[config.mk]
export PLATFORM = sky130hd
export DESIGN_NAME = fft_frame_scheduler_flat
export DESIGN_NICKNAME = d
export VERILOG_FILES = /design/src/rtl/fft_frame_scheduler_if.sv /design/src/rtl/fft_frame_scheduler.sv /design/src/flat_wrapper.sv
export SDC_FILE = /design/constraint.sdc
export NUM_CORES = 1
export LEC_CHECK = 0
export BUFFER_PORTS_ARGS = -buffer_cell sky130_fd_sc_hd__buf_4
export CAP_MARGIN = 20
export CORE_AREA = 2 2 77 79
export CTS_BUF_LIST = sky130_fd_sc_hd__clkbuf_4 sky130_fd_sc_hd__clkbuf_8 sky130_fd_sc_hd__clkbuf_16
export CTS_CLUSTER_DIAMETER = 80
export CTS_CLUSTER_SIZE = 28
export DETAILED_ROUTE_END_ITERATION = 16
export DIE_AREA = 0 0 79 81
export PLACE_DENSITY = 0.68
export SYNTH_ARGS = -nofsm -noshare
export SYNTH_HDL_FRONTEND = slang
export SYNTH_SLANG_ARGS = --single-unit
[constraint.sdc]
create_clock -name clk -period 3.7 [get_ports clk]
set_input_delay 0.74 -clock clk [delete_from_list [all_inputs] [get_ports clk]]
set_output_delay 0.74 -clock clk [all_outputs]
set_load 0.02 [all_outputs]
[src/rtl/fft_frame_scheduler_if.sv]
// Host sample stream for the FFT frame scheduler.
//   s_valid      host beat valid
//   s_ready      scheduler can take a beat; beat moves when s_valid && s_ready
//   s_real_mode  1 = real sample, 0 = alternating re/im parts
//   s_data       beat payload
// master = host side, slave = scheduler side.
interface fft_frame_scheduler_if #(
  parameter int INPUT_SIZE = 16
);
  logic                  s_valid;
  logic                  s_ready;
  logic                  s_real_mode;
  logic [INPUT_SIZE-1:0] s_data;

  modport master (output s_valid, output s_real_mode, output s_data, input s_ready);
  modport slave  (input s_valid, input s_real_mode, input s_data, output s_ready);
endinterface

[src/rtl/fft_frame_scheduler.sv]
// Frame-level controller for the 8-point FFT datapath.
// Meters one frame of host beats into the deserializer, launches the FFT
// core once the deserializer reports a full array, then hands the result to
// the output serializer. Provides backpressure, frame-mode consistency
// checking, a compute timeout and a completed-frame counter.
// Ports:
//   clk, reset      clock (rising edge), asynchronous active-high reset
//   host            host stream (slave side of fft_frame_scheduler_if)
//   des_valid/des_real_mode/des_data  registered beat forward to deserializer
//   des_done        deserializer array complete
//   fft_start       one-cycle pulse, FFT core captures the array
//   fft_done        FFT core result ready
//   ser_load        one-cycle pulse, serializer loads the result
//   ser_busy        serializer still shifting the previous frame
//   err_clear       synchronous clear of the sticky error flags
//   busy            controller is not idle
//   err_mode        sticky: a beat's mode differed from the frame mode
//   err_timeout     sticky: FFT core did not answer within TIMEOUT_CYCLES
//   frame_count     frames handed to the serializer (wraps)
// All pulse outputs are registered: they appear the cycle after the input
// event that causes them.
module fft_frame_scheduler #(
  parameter int INPUT_SIZE     = 16,
  parameter int NUM_POINTS     = 8,
  parameter int WORD_SIZE      = 32,
  parameter int TIMEOUT_CYCLES = 64
) (
  input  logic                  clk,
  input  logic                  reset,
  fft_frame_scheduler_if.slave  host,
  output logic                  des_valid,
  output logic                  des_real_mode,
  output logic [INPUT_SIZE-1:0] des_data,
  input  logic                  des_done,
  output logic                  fft_start,
  input  logic                  fft_done,
  output logic                  ser_load,
  input  logic                  ser_busy,
  input  logic                  err_clear,
  output logic                  busy,
  output logic                  err_mode,
  output logic                  err_timeout,
  output logic [15:0]           frame_count
);

  localparam int BEATS_REAL = NUM_POINTS * WORD_SIZE / (2 * INPUT_SIZE);
  localparam int BEATS_CPLX = NUM_POINTS * WORD_SIZE / INPUT_SIZE;
  localparam int BW = $clog2(BEATS_CPLX + 1);
  localparam int TW = $clog2(TIMEOUT_CYCLES + 1);
  localparam logic [BW-1:0] LAST_REAL = BW'(BEATS_REAL - 1);
  localparam logic [BW-1:0] LAST_CPLX = BW'(BEATS_CPLX - 1);
  localparam logic [TW-1:0] TO_LAST   = TW'(TIMEOUT_CYCLES - 1);

  typedef enum logic [2:0] {IDLE, LOAD, WAIT_DES, COMPUTE, DRAIN} state_t;

  state_t          state, state_nxt;
  logic [BW-1:0]   beat_cnt, beat_cnt_nxt;
  logic [TW-1:0]   to_cnt, to_cnt_nxt;
  logic            s_ready_q;
  logic            accept;
  logic            mode_mismatch;
  logic            start_nxt;
  logic            load_nxt;
  logic            timeout_evt;

  assign host.s_ready = s_ready_q;
  assign accept       = host.s_valid & s_ready_q;
  assign busy         = (state != IDLE);

  always_comb begin
    state_nxt     = state;
    beat_cnt_nxt  = beat_cnt;
    to_cnt_nxt    = to_cnt;
    start_nxt     = 1'b0;
    load_nxt      = 1'b0;
    timeout_evt   = 1'b0;
    mode_mismatch = 1'b0;
    case (state)
      IDLE: begin
        if (accept) begin
          beat_cnt_nxt = BW'(1);
          state_nxt    = LOAD;
        end
      end
      LOAD: begin
        if (accept) begin
          // Compared against the mode latched on the frame's first beat.
          mode_mismatch = (host.s_real_mode != des_real_mode);
          if (beat_cnt == (des_real_mode ? LAST_REAL : LAST_CPLX)) begin
            beat_cnt_nxt = '0;
            state_nxt    = WAIT_DES;
          end else begin
            beat_cnt_nxt = beat_cnt + 1'b1;
          end
        end
      end
      WAIT_DES: begin
        if (des_done) begin
          start_nxt  = 1'b1;
          to_cnt_nxt = '0;
          state_nxt  = COMPUTE;
        end
      end
      COMPUTE: begin
        to_cnt_nxt = to_cnt + 1'b1;
        // fft_done is tested first so it wins over a same-cycle timeout.
        if (fft_done) begin
          if (!ser_busy) begin
            load_nxt  = 1'b1;
            state_nxt = IDLE;
          end else begin
            state_nxt = DRAIN;
          end
        end else if (to_cnt == TO_LAST) begin
          timeout_evt = 1'b1;
          state_nxt   = IDLE;
        end
      end
      DRAIN: begin
        if (!ser_busy) begin
          load_nxt  = 1'b1;
          state_nxt = IDLE;
        end
      end
      default: state_nxt = IDLE;
    endcase
  end

  always_ff @(posedge clk or posedge reset) begin
    if (reset) begin
      state         <= IDLE;
      beat_cnt      <= '0;
      to_cnt        <= '0;
      s_ready_q     <= 1'b0;
      des_valid     <= 1'b0;
      des_real_mode <= 1'b0;
      des_data      <= '0;
      fft_start     <= 1'b0;
      ser_load      <= 1'b0;
      err_mode      <= 1'b0;
      err_timeout   <= 1'b0;
      frame_count   <= '0;
    end else begin
      state     <= state_nxt;
      beat_cnt  <= beat_cnt_nxt;
      to_cnt    <= to_cnt_nxt;
      // Ready follows the state being entered, so it drops the cycle after
      // the last beat and rises together with the return to IDLE.
      s_ready_q <= (state_nxt == IDLE) || (state_nxt == LOAD);
      des_valid <= accept;
      if (accept) des_data <= host.s_data;
      if (accept && (state == IDLE)) des_real_mode <= host.s_real_mode;
      fft_start <= start_nxt;
      ser_load  <= load_nxt;
      if (load_nxt) frame_count <= frame_count + 16'd1;
      // A new error takes priority over a same-cycle clear.
      if (mode_mismatch)  err_mode <= 1'b1;
      else if (err_clear) err_mode <= 1'b0;
      if (timeout_evt)    err_timeout <= 1'b1;
      else if (err_clear) err_timeout <= 1'b0;
    end
  end

endmodule

[src/flat_wrapper.sv]
// flat-port wrapper written by rule: the top's interface ports become plain ports
module fft_frame_scheduler_flat 
#(
  parameter int INPUT_SIZE     = 16,
  parameter int NUM_POINTS     = 8,
  parameter int WORD_SIZE      = 32,
  parameter int TIMEOUT_CYCLES = 64
)
  (clk, reset, des_valid, des_real_mode, des_data, des_done, fft_start, fft_done, ser_load, ser_busy, err_clear, busy, err_mode, err_timeout, frame_count, host_s_valid, host_s_real_mode, host_s_data, host_s_ready);
  fft_frame_scheduler_if #(.INPUT_SIZE(INPUT_SIZE)) host_i ();
  input  logic clk;
  input  logic reset;
  output logic des_valid;
  output logic des_real_mode;
  output logic [INPUT_SIZE-1:0] des_data;
  input  logic des_done;
  output logic fft_start;
  input  logic fft_done;
  output logic ser_load;
  input  logic ser_busy;
  input  logic err_clear;
  output logic busy;
  output logic err_mode;
  output logic err_timeout;
  output logic [15:0] frame_count;
  input wire logic [$bits(host_i.s_valid)-1:0] host_s_valid;
  input wire logic [$bits(host_i.s_real_mode)-1:0] host_s_real_mode;
  input wire logic [$bits(host_i.s_data)-1:0] host_s_data;
  output wire logic [$bits(host_i.s_ready)-1:0] host_s_ready;
  assign host_i.s_valid = host_s_valid;
  assign host_i.s_real_mode = host_s_real_mode;
  assign host_i.s_data = host_s_data;
  assign host_s_ready = host_i.s_ready;
  fft_frame_scheduler #(.INPUT_SIZE(INPUT_SIZE), .NUM_POINTS(NUM_POINTS), .WORD_SIZE(WORD_SIZE), .TIMEOUT_CYCLES(TIMEOUT_CYCLES)) u_core (.clk(clk), .reset(reset), .host(host_i), .des_valid(des_valid), .des_real_mode(des_real_mode), .des_data(des_data), .des_done(des_done), .fft_start(fft_start), .fft_done(fft_done), .ser_load(ser_load), .ser_busy(ser_busy), .err_clear(err_clear), .busy(busy), .err_mode(err_mode), .err_timeout(err_timeout), .frame_count(frame_count));
endmodule
## Word-level counts from Yosys, hierarchy flattened

Cells that the tools add are included.

| word-level totals | value |
|---|---|
| flip-flop bits (word level) | 54 |
| bits of input ports | 24 |
| output and inout bits | 40 |

| operators by class | value |
|---|---|
| $add $sub $neg | 3 |
| eq/ne operators | 11 |
| multiplexer cells | 29 |
| bitwise logic cells | 1 |
| reductions and logical operators | 11 |

Operators with widths:

| cell | number |
|---|---|
| 3-bit 2-to-1 mux | 8 |
| 16-bit by 1-bit adder with 16-bit output, second input constant | 1 |
| 5-bit 2-to-1 mux | 3 |
| 3-bit one-hot mux with 5 select lines | 1 |
| 7-bit one-hot mux with 2 select lines | 1 |
| 1-bit 2-to-1 mux | 12 |
| 5-bit one-hot mux with 2 select lines | 1 |
| 2-bit nonzero test | 4 |
| 7-bit by 1-bit adder with 7-bit output, second input constant | 1 |
| 7-bit by 6-bit equality test with 1-bit output, second input constant | 1 |
| 7-bit 2-to-1 mux | 1 |
| 3-bit by 1-bit equality test with 1-bit output, second input constant | 2 |
| 3-bit by 2-bit equality test with 1-bit output, second input constant | 2 |
| 3-bit logical NOT | 2 |
| 5-bit by 1-bit adder with 5-bit output, second input constant | 1 |
| 5-bit equality test | 1 |
| 4-bit 2-to-1 mux | 1 |
| 2-bit by 1-bit != test with 1-bit output, second input constant | 2 |
| 3-bit equality test, second input constant | 1 |
| 3-bit AND reduction | 1 |
| 3-bit nonzero test | 1 |
| 2-bit != test, second input constant | 1 |
| 1-bit one-hot mux with 2 select lines | 1 |
| 2-bit AND reduction | 1 |
| other kinds (4) | 4 |

## Logic depth before layout (Yosys ltp)

Gate-level depths: netlist of the first run.

| logic depth | value |
|---|---|
| depth in word-level cells | 7 |
| depth in mapped cells | 5 |
| gate-level depth less buffers | 5 |

## Worst setup path before layout of the first run

Ideal clock, no wire load.

| path | value |
|---|---|
| path type | reg2out |
| start | register u_core.state[0] |
| end | output busy |
| data arrival time | 1.111 ns |
| required time | 2.960 ns |
| path slack | 1.849 ns |
| cell stages (with the launch flop) | 3 |
| cells stage by stage | dfrtp_1 -> clkbuf_1 -> or3_2 |

| between the ends | value |
|---|---|
| longest elaborated chain between the ends | 1 |

RTL lines:

| element | RTL line | RTL |
|---|---|---|
| start: declaration | fft_frame_scheduler.sv:56 | `state_t state, state_nxt;` |
| start signal: assignment | fft_frame_scheduler.sv:144 | `state <= state_nxt;` |
| 3-bit nonzero test | fft_frame_scheduler.sv:68 | `assign busy = (state != IDLE);` |
| end: declaration | flat_wrapper.sv:22 | `output logic busy;` |

Every way passes these cells.

## Worst setup path in the final report of the first run

Same ends and word-level chain as after synthesis.

==> results of run 1 <==
path summary, 6_finish.rpt:
kind,start,end,slack (ns)
setup / recovery,u_core.state[0],busy,1.44
hold / removal,reset,u_core.des_data[5],0.47
setup reg to reg,u_core.host.s_ready,u_core.beat_cnt[4],1.81
hold reg to reg,u_core.frame_count[15],u_core.frame_count[15],0.48
max in group asynchronous,reset,u_core.beat_cnt[3],2.69
min in group clk,u_core.frame_count[15],u_core.frame_count[15],0.48
logic make-up (layout without fill, tap and decap cells):
family,after synthesis,count (layout),synth area share
multiplexers,21,21,0.0970
AND/OR/NAND/NOR,69,69,0.164
AO/OA/AOI/OAI,26,26,0.0825
flip-flops,54,54,0.560
adder cells (fa/ha/maj),3,3,0.0156
XOR/XNOR,18,18,0.0654
buffers and inverters,8,77,0.0156
area by class of cell:
type | instances | area, um2 | area share
clock buffers | 6 | 82.6 | 0.0269
multi-input cells | 137 | 1020 | 0.333
flip-flops and latches | 54 | 1350 | 0.439
inverters | 5 | 18.8 | 0.00610
clock inverters | 2 | 12.5 | 0.00407
well taps | 75 | 93.8 | 0.0305
repair buffers | 64 | 493 | 0.160
registers in the layout, indices dropped and copies added (netlist names):
| register | count |
|---|---|
| u_core.state | 3 |
| u_core.beat_cnt | 5 |
| u_core.err_mode | 1 |
| u_core.fft_start | 1 |
| u_core.host.s_ready | 1 |
| u_core.err_timeout | 1 |
| u_core.ser_load | 1 |
| u_core.des_valid | 1 |
| u_core.frame_count | 16 |
| u_core.des_data | 16 |
| u_core.des_real_mode | 1 |
| u_core.to_cnt | 7 |
stage by stage:
| step | power [mW] | hold slack [ns] | std cells | setup WS (ns) |
|---|---|---|---|---|
| 6_report | 1.95 | 0.473 | 343 | 1.44 |
| 5_1_grt | 2.10 | 0.493 | 343 | 1.36 |
| 4_1_cts | 1.97 | 0.484 | 343 | 1.43 |
| 3_5_place_dp | 1.63 | 0.469 | 335 | 1.36 |
| 3_3_place_gp | 1.61 | 0.468 | 334 | 1.43 |
| 2_1_floorplan | 1.36 | 0.456 | 199 | 1.65 |
routing by layer:
layer  wire length (um)  track usage
met1               2150        0.207
met2               2240        0.256
met3                282       0.0489
met4                 51       0.0500
met5                  0            0
power groups by stage:
stage	Clock (mW)	Combinational, mW	Sequential, mW
floorplan	0	0.371	0.991
global placement	0	0.692	0.914
detailed placement	0	0.714	0.918
CTS	0.349	0.717	0.907
global route	0.383	0.776	0.937
finish	0.333	0.706	0.908
critical path, cell delays in order (launching register included):
cell	delay [ns]
dfrtp_1	0.57
or3_2	0.48
buf_4	0.17
cell usage in the layout (no fill, tap or decap), types with 3 or more instances in the layout:
master	count
nor2_1	9
nand2b_1	4
o21ai_0	9
dfrtp_1	54
clkbuf_8	6
buf_4	63
mux2_2	19
inv_1	4
ha_1	3
and3_1	4
xor2_1	4
nand4_1	6
nor3_1	3
xnor2_1	14
nand2_1	19
nand3_1	8
synthesized netlist by cell type (2+ instances only):
library cell	count
a22o_1	2
and2_1	2
and3_1	4
clkbuf_1	2
dfrtp_1	54
ha_1	3
inv_1	5
mux2_2	19
mux2i_1	2
nand2_1	19
nand2b_1	4
nand3_1	8
nand3b_1	2
nand4_1	6
nand4b_1	2
nor2_1	9
nor3_1	3
o21ai_0	9
o22ai_1	2
o31ai_1	2
or3_2	2
xnor2_1	14
xor2_1	4
==> reports/qor.yml, run 1 <==
outcome:
  status: "finished clean"
cts:
  ctsHoldBuffers: 0
  clock-root-buffer: "clkbuf_8"
  cts_tree: "built"
  clockBufferDepth: 2
  cts_made_buffers: 5
  cts.clk_slew.worst_paths_ns: 0.09
  clock_sinks: 54
  clk_latency_ns: 0.30
  h-tree-depth: 2
  cts_resized: 0
  postCtsSetupBuffers: 0
power_and_ir_drop:
  netSwitchingPower_uw: 701
  clkPwrFrac: 0.171
  seqPwrFrac: 0.466
  vdd_drop_max_mv: 0.310
  pwr_density_cell_nw_per_um2: 633
  p_int_mw: 1.25
  power_frac_comb: 0.362
  leakage_nw: 1.46
  swShare: 0.360
setup_path:
  critPathRequiredTime_ns: 2.96
  cp-start-kind: "flop"
  cp_max_fo: 16
  arrival_ns: 1.52
  path_class: "reg2out"
  r2r.worst_path.cells: 4
  cp-end-kind: "output pin"
yosys:
  synth_top_cell_by_area: "dfrtp_1"
  synth_top_area_share: 0.560
  synth_area_um2: 2410
  ys_async_sr_fraction: 1.00
  ys.warnings.count: 0
  ys_ff_latch: 54
  synth_nets: 226
  syn_area_per_cell_um2: 12.1
  synth.distinct_cells: 43
  synth_edf_count: 0
  synthCells: 199
  synthFlopType: "dfrtp_1"
  seq_area_frac_synth: 0.560
  synth_area_leaders: "dfrtp_1 (56%), mux2_2 (8.9%), xnor2_1 (5.1%), nand2_1 (3.0%), o21ai_0 (1.9%)"
drt:
  via_per_inst: 5.10
  drc: 0
  vias: 1750
  wirelength_mm: 4.72
  ant_nets: 0
  first_pass_iters: 4
  drt_first_iter_violations: 89
  wl_per_cell_um: 13.8
place:
  io_buffers: 63
  dpl_cell_area_um2: 2980
  dp_hpwl_mm: 3.46
  place_congestion: 0.746
global_routing:
  grt_pass1_wl_mm: 8.08
  antenna_found_initial: 0
  track_usage: 0.159
  grt_pass1_vias: 1773
  overflow: 0
  grt_max_degree: 31
die:
  start_util: 0.425
  std_cell_rows: 28
  die_height_um: 81
  ios: 64
  fp.dieArea_um2: 6400
  die_x_um: 79
  core_area_um2: 5680
final_layout:
  drive_gt1_frac: 0.377
  fin_util: 0.542
  layout.nets: 294
  finalInstanceArea_um2: 3080
  nFillCells: 521
  area_delta_synth_final_pct: 27.5
  antenna_cells: 0
sta:
  slew_headroom: 0.465
  fin_crit_ns: 2.26
  finalSetupTns_ns: 0
  worst_slew_pin_slew_ns: 0.800
  hold_viol_final: 0
  finalSetupViolCount: 0
  max_freq_mhz: 443
  rsz0062_at_grt: "false"
  drv_slew: 0
  clock_skew_ns: 0.00548
  fin_crit_sh: 0.611
run:
  max-cap-violations: 0
worst_hold_path:
  hold_class: "in2async"
Power figures use the tool's default switching activity.
==> run 2: changes to the inputs <==
--- a/config.mk
+++ b/config.mk
@@ -13,7 +13,7 @@
 export CTS_CLUSTER_SIZE = 28
 export DETAILED_ROUTE_END_ITERATION = 16
 export DIE_AREA = 0 0 79 81
-export PLACE_DENSITY = 0.68
+export PLACE_DENSITY = 0.71
 export SYNTH_ARGS = -nofsm -noshare
 export SYNTH_HDL_FRONTEND = slang
 export SYNTH_SLANG_ARGS = --single-unit
==> constraint.sdc (replaced) <==
create_clock -name clk -period 1.9 [get_ports clk]
set_input_delay 0.38 -clock clk [delete_from_list [all_inputs] [get_ports clk]]
set_output_delay 0.38 -clock clk [all_outputs]
set_load 0.02 [all_outputs]
==> run 2 against run 1 <==
  * Sequential share of layout area down 0.24 points
  * Largest cell class unchanged
  * Register-to-register slack worse by 1.6 ns
  * Highest routed layer unchanged
  * Setup slack worse by 1.4 ns
  * Sequential power up 93%
  * Critical path depth unchanged
==> reports/qor.yml, run 2 (synthesized netlist as in run 1, its figures left out) <==
outcome:
  status: "finished clean"
global_routing:
  grt_max_degree: 55  # +77%
  grt_pass1_vias: 1730  # -2.4%
  track_usage: 0.159  # about the same
  grt_pass1_wl_mm: 8.07  # about the same
  antenna_found_initial: 0  # unchanged
  overflow: 0  # unchanged
final_layout:
  drive_gt1_frac: 0.387  # +0.0106
  antenna_cells: 0  # unchanged
  mostFrequentLayoutCell: "buf_4"
  reg.largest.list: "u_core.des_data: 16 flops, u_core.frame_count: 16 flops, u_core.to_cnt: 7 flops"
  mostFrequentLayoutCells: "buf_4 (67), dfrtp_1 (53), nand2_1 (19), mux2_2 (19), xnor2_1 (14)"
  nFillCells: 515  # -1.2%
  area_delta_synth_final_pct: 28.3
  layout.nets: 298  # +1.4%
sta:
  setup_slack_ns: 0.0477  # -1.39 ns
  drv_slew: 0  # unchanged
  rsz0062_at_grt: "false"
  finalSetupViolCount: 0  # unchanged
  fin_crit_sh: 0.975
  fin_crit_ns: 1.85
  holdWs_ns: 0.122  # -0.352 ns
  hold_viol_final: 0  # unchanged
  max_freq_mhz: 540
  finalSetupTns_ns: 0  # unchanged
  clock_skew_ns: 0.00511  # -0.000372 ns
  worst_slew_pin_slew_ns: 0.426  # -0.373 ns
  slew_headroom: 0.713  # +0.247
setup_path:
  r2r_setup_slack_ns: 0.25  # -1.56 ns
  cpPeakStageDelay_ns: 0.52  # -0.05 ns
  critPathRequiredTime_ns: 1.52  # -1.44 ns
  cp_max_fo: 10  # -6
  critPathTopFamily: "simple AND/OR/NAND/NOR gates"
  cp_num_buf_inv: 1  # unchanged
  cp-end-kind: "output pin"
  r2r.worst_path.cells: 4  # unchanged
  rr_endpoint: "u_core.frame_count[15]"
  timing.rr.start: "u_core.state[1]"
  arrival_ns: 1.47  # -0.05 ns
  cp-start-kind: "flop"
  path_class: "reg2out"
  cp_cell_sequence: "or3_2 -> buf_4"
  cp_slowest_cell: "or3_2"
power_and_ir_drop:
  leakage_nw: 1.47  # +0.69%
  netSwitchingPower_mw: 1.37  # +95%
  seqPwrFrac: 0.461  # -0.005
  swShare: 0.360  # about the same
  pwr_density_cell_nw_per_um2: 1230  # +94%
  p_int_mw: 2.43  # +95%
  vdd_drop_max_mv: 0.612  # +98%
  power_frac_comb: 0.375  # +0.013
  clkPwrFrac: 0.164  # -0.007
cts:
  clk_latency_ns: 0.30  # about the same
  h-tree-depth: 2  # unchanged
  cts_made_buffers: 5  # unchanged
  cts.clk_slew.worst_paths_ns: 0.09  # about the same
  cts_resized: 0  # unchanged
  clockBufferDepth: 2  # unchanged
  ctsHoldBuffers: 0  # unchanged
  cts_tree: "built"
  postCtsSetupBuffers: 0  # unchanged
  clock-root-buffer: "clkbuf_8"
  clock_sinks: 54  # unchanged
die:
  start_util: 0.425  # unchanged
  fp.dieArea_um2: 6400  # unchanged
  die_x_um: 79  # unchanged
  die_height_um: 81  # unchanged
  ios: 64  # unchanged
  std_cell_rows: 28  # unchanged
  core_area_um2: 5680  # unchanged
place:
  pre_cts_ws_ns: 0.225  # -1.13 ns
  io_buffers: 63  # unchanged
  place_congestion: 0.776  # +4.0%
  dp_hpwl_mm: 3.42  # -1.1%
worst_hold_path:
  hold_class: "in2async"
drt:
  vias: 1756  # +0.34%
  ant_nets: 0  # unchanged
  wirelength_mm: 4.79  # +1.5%
  drc: 0  # unchanged
  via_per_inst: 5.08  # -0.53%
  first_pass_iters: 4  # unchanged
  wl_per_cell_um: 13.8  # +0.58%
  drt_first_iter_violations: 84  # -5.6%
run:
  max-cap-violations: 0  # unchanged
-- run 2: cell count changes in the layout (fill, tap and decap cells not counted) --
cell	previous run	this run
buf_4	63	67
clkbuf_4	0	1
clkbuf_8	6	5
clkinv_2	1	0
dfrtp_1	54	53
dfrtp_2	0	1
-- run 2: metal layers --
| metal | track usage | routed length [um] | vias up |
|---|---|---|---|
| met5 | 0 | 0 | - |
| met4 | 0.0448 | 47 | 0 |
| met3 | 0.0400 | 247 | 4 |
| met2 | 0.249 | 2200 | 51 |
| met1 | 0.222 | 2290 | 855 |
| li1 | - | - | 846 |
-- run 2: how the worst max path moves through the flow --
stage                          startpoint                      to  slack [ns]  depth (start not counted)
after detailed placement  u_core.state[1]  u_core.frame_count[11]        0.22                          4
after global placement    u_core.state[1]  u_core.frame_count[11]        0.26                          4
final                     u_core.state[1]                    busy        0.05                          2
after CTS                 u_core.state[1]                    busy        0.02                          2
after floorplan                     reset      u_core.beat_cnt[0]        0.21                          1
after global routing      u_core.state[1]                    busy        0.01                          2
-- run 2: power groups by stage --
stage          registers, mW  logic (mW)  clock network (mW)
2_1_floorplan           1.93       0.723                   0
3_3_place_gp            1.76        1.41                   0
3_5_place_dp            1.77        1.43                   0
4_1_cts                 1.75        1.44               0.645
5_1_grt                 1.80        1.57               0.691
6_report                1.75        1.43               0.623
-- run 2: layout make-up --
class / count / area, um2 / share of cell area
Inverter: 5 / 18.8 / 0.00606
Timing Repair Buffer: 68 / 523 / 0.169
Sequential cell: 54 / 1350 / 0.437
Clock inverter: 1 / 7.51 / 0.00243
Multi-Input combinational cell: 137 / 1020 / 0.331
Tap cell: 75 / 93.8 / 0.0303
Clock buffer: 6 / 76.3 / 0.0247
-- run 2: worst reg2reg max path, delay by kind of cell (launching register included) --
kind / cells / cell delay (ns)
simple gates: 2 / 0.62
compound gates: 1 / 0.29
xor+xnor: 1 / 0.15
flops: 1 / 0.49
-- run 2: metrics by stage --
stage                     power (mW)  area (um2)   util  cells
after floorplan                 2.65        2410      -    199
after global placement          3.16        3010  0.530    339
after detailed placement        3.20        3010  0.530    339
after CTS                       3.83        3090  0.545    346
after global routing            4.07        3100  0.545    346
final                           3.80        3100  0.545    346
==> run 3: changes to the inputs <==
--- a/config.mk
+++ b/config.mk
@@ -7,13 +7,14 @@
 export LEC_CHECK = 0
 export BUFFER_PORTS_ARGS = -buffer_cell sky130_fd_sc_hd__buf_4
 export CAP_MARGIN = 20
-export CORE_AREA = 2 2 77 79
+export CORE_AREA = 4 4 79 81
 export CTS_BUF_LIST = sky130_fd_sc_hd__clkbuf_4 sky130_fd_sc_hd__clkbuf_8 sky130_fd_sc_hd__clkbuf_16
 export CTS_CLUSTER_DIAMETER = 80
 export CTS_CLUSTER_SIZE = 28
 export DETAILED_ROUTE_END_ITERATION = 16
-export DIE_AREA = 0 0 79 81
+export DIE_AREA = 0 0 83 85
 export PLACE_DENSITY = 0.71
+export SKIP_LAST_GASP = 1
 export SYNTH_ARGS = -nofsm -noshare
 export SYNTH_HDL_FRONTEND = slang
 export SYNTH_SLANG_ARGS = --single-unit
==> run 3 against run 2 <==
  * Die area grew 10%
  * Setup slack improved by 0.021 ns
  * Critical endpoint unchanged
  * Maximum frequency is 1.1% higher
  * Clock skew increased by 0.0021 ns
  * Final cell count did not move
  * Via count decreased by 1.8%
  * Wire length down 1.6%
  * Count of clock-buffer cells in the layout unchanged
  * Flip-flop and latch count unchanged
  * Final area rose by 1.3%
  * First-iteration DRC count down 19%
  * Sequential power about the same
==> reports/qor.yml, run 3 (synthesized netlist as in run 1, its figures left out) <==
final_layout:
  nFillCells: 481  # -6.6%
  reg.largest.list: "u_core.des_data: 16 flops, u_core.frame_count: 16 flops, u_core.to_cnt: 7 flops"
  area_delta_synth_final_pct: 30.0
  drive_gt1_frac: 0.394  # +0.00671
  mostFrequentLayoutCell: "buf_4"
  ff_latch_area_um2: 1350  # unchanged
  multi_input_area_um2: 1020  # unchanged
  finalInstanceArea_um2: 3140  # +1.3%
  fin_cells: 346  # unchanged
  antenna_cells: 0  # unchanged
  layout.nets: 300  # +0.67%
  mostFrequentLayoutCells: "buf_4 (69), dfrtp_1 (53), nand2_1 (19), mux2_2 (19), xnor2_1 (14)"
cts:
  cts.clk_slew.worst_paths_ns: 0.10  # about the same
  ctsHoldBuffers: 0  # unchanged
  cts_tree: "built"
  clockBufferDepth: 2  # unchanged
  clock_sinks: 54  # unchanged
  h-tree-depth: 2  # unchanged
  clk_latency_ns: 0.30  # about the same
  cts_made_buffers: 5  # unchanged
  clock-root-buffer: "clkbuf_8"
sta:
  hold_viol_final: 0  # unchanged
  drv_slew: 0  # unchanged
  fin_crit_ns: 1.83  # -0.0209 ns
  rsz0062_at_grt: "false"
  finalSetupTns_ns: 0  # unchanged
  clock_skew_ns: 0.00716  # +0.00206 ns
  fin_crit_sh: 0.964  # -0.0110
  finalSetupViolCount: 0  # unchanged
  slew_headroom: 0.675  # -0.0377
  max_freq_mhz: 546  # +1.1%
  worst_slew_pin_slew_ns: 0.482  # +0.0559 ns
global_routing:
  grt_busiest_layer: "met2"
  grt_max_degree: 27  # -51%
  grt_use_met1: 0.187  # -0.0344
  grt_pass1_vias: 1728  # -0.12%
  grt_use_met2: 0.210  # -0.0392
  antenna_found_initial: 0  # unchanged
  overflow: 0  # unchanged
  grt_util_met3: 0.0573  # +0.0173
  track_usage: 0.140  # -0.0192
  grt_pass1_wl_mm: 8.09  # +0.16%
power_and_ir_drop:
  netSwitchingPower_mw: 1.38  # +1.2%
  power_frac_comb: 0.366  # -0.009
  seqPwrFrac: 0.438  # -0.023
  clkPwrFrac: 0.196  # +0.032
  vdd_drop_max_mv: 0.541  # -12%
  swShare: 0.349  # -0.0111
  pwr_density_cell_nw_per_um2: 1260  # +3.1%
  leakage_nw: 1.50  # +1.7%
  p_int_mw: 2.58  # +6.2%
die:
  std_cell_rows: 27  # -3.6%
  core_area_um2: 5470  # -3.6%
  start_util: 0.441  # +0.0157
  ios: 64  # unchanged
  die_height_um: 85  # +4.9%
  die_x_um: 83  # +5.1%
  fp.dieArea_um2: 7060  # +10%
setup_path:
  rr_endpoint: "u_core.frame_count[15]"
  arrival_ns: 1.45  # -0.02 ns
  critPathRequiredTime_ns: 1.52  # about the same
  r2r_setup_slack_ns: 0.19  # -0.06 ns
  critPathLaunch: "u_core.state[0]"
  r2r.worst_path.cells: 5  # +1
  cp-end-kind: "output pin"
  cp-start-kind: "flop"
  timing.rr.start: "u_core.state[0]"
  cp_max_fo: 5  # -5
  path_class: "reg2out"
drt:
  wirelength_mm: 4.71  # -1.6%
  drt_first_iter_violations: 68  # -19%
  drc: 0  # unchanged
  via_per_inst: 4.98  # -1.8%
  ant_nets: 0  # unchanged
  vias: 1724  # -1.8%
  first_pass_iters: 4  # unchanged
  wl_per_cell_um: 13.6  # -1.6%
outcome:
  status: "finished clean"
place:
  post-place-cells: 337  # -0.59%
  dpl_cell_area_um2: 3010  # +0.12%
  place_congestion: 0.801  # +3.2%
  io_buffers: 63  # unchanged
  dp_hpwl_mm: 3.52  # +2.9%
run:
  max-cap-violations: 0  # unchanged
worst_hold_path:
  hold_class: "in2async"
run 3: cell types whose count changed in the layout (fill, tap and decap cells not counted), sizes merged:
cell,before,now
bufinv,0,1
buf,68,70
run 3: worst max-delay path: stages, from the launching register on:
cell and delay [ns]:
dfrtp_2 0.43, buf_4 0.15, or3_2 0.41, buf_4 0.17
run 3: how the worst max path moves through the flow:
stage,end
floorplan,u_core.beat_cnt[0]
CTS,busy
finish,busy
detailed placement,u_core.frame_count[11]
global route,busy
global placement,u_core.frame_count[15]
run 3: metal layers:
| metal | up-vias | wire, um |
|---|---|---|
| li1 | 851 | - |
| met1 | 820 | 2220 |
| met2 | 49 | 2120 |
| met3 | 4 | 317 |
| met4 | 0 | 48 |
| met5 | - | 0 |
run 3: power by group through the flow:
| stage | combinational (mW) | clock, mW | sequential (mW) |
|---|---|---|---|
| after floorplan | 0.723 | 0 | 1.93 |
| after global placement | 1.43 | 0 | 1.75 |
| after detailed placement | 1.44 | 0 | 1.77 |
| after CTS | 1.48 | 0.795 | 1.74 |
| after global routing | 1.60 | 0.859 | 1.79 |
| final | 1.45 | 0.778 | 1.74 |
run 3: through the flow:
stage / setup slack, ns / util / total power [mW] / hold slack (ns)
floorplan: 0.205 / - / 2.65 / 0.454
CTS: 0.0550 / 0.573 / 4.01 / 0.0660
global route: 0.0198 / 0.573 / 4.25 / 0.0780
detailed placement: 0.223 / 0.551 / 3.21 / 0.406
global placement: 0.248 / 0.551 / 3.18 / 0.408
finish: 0.0687 / 0.573 / 3.97 / 0.0588
run 3: what timing repair did:
action | CTS | global route
resized for setup | 1 | 0
setup endpoints to repair | 1 | 0
buffers inserted | 1 | 0
run 3: area by class of cell:
| class | count | share of cell area |
|---|---|---|
| Multi-Input combinational cell | 137 | 0.326 |
| Tap cell | 72 | 0.0287 |
| Clock inverter | 2 | 0.0120 |
| Sequential cell | 54 | 0.431 |
| Clock buffer | 6 | 0.0243 |
| Inverter | 5 | 0.00598 |
| Timing Repair Buffer | 70 | 0.172 |
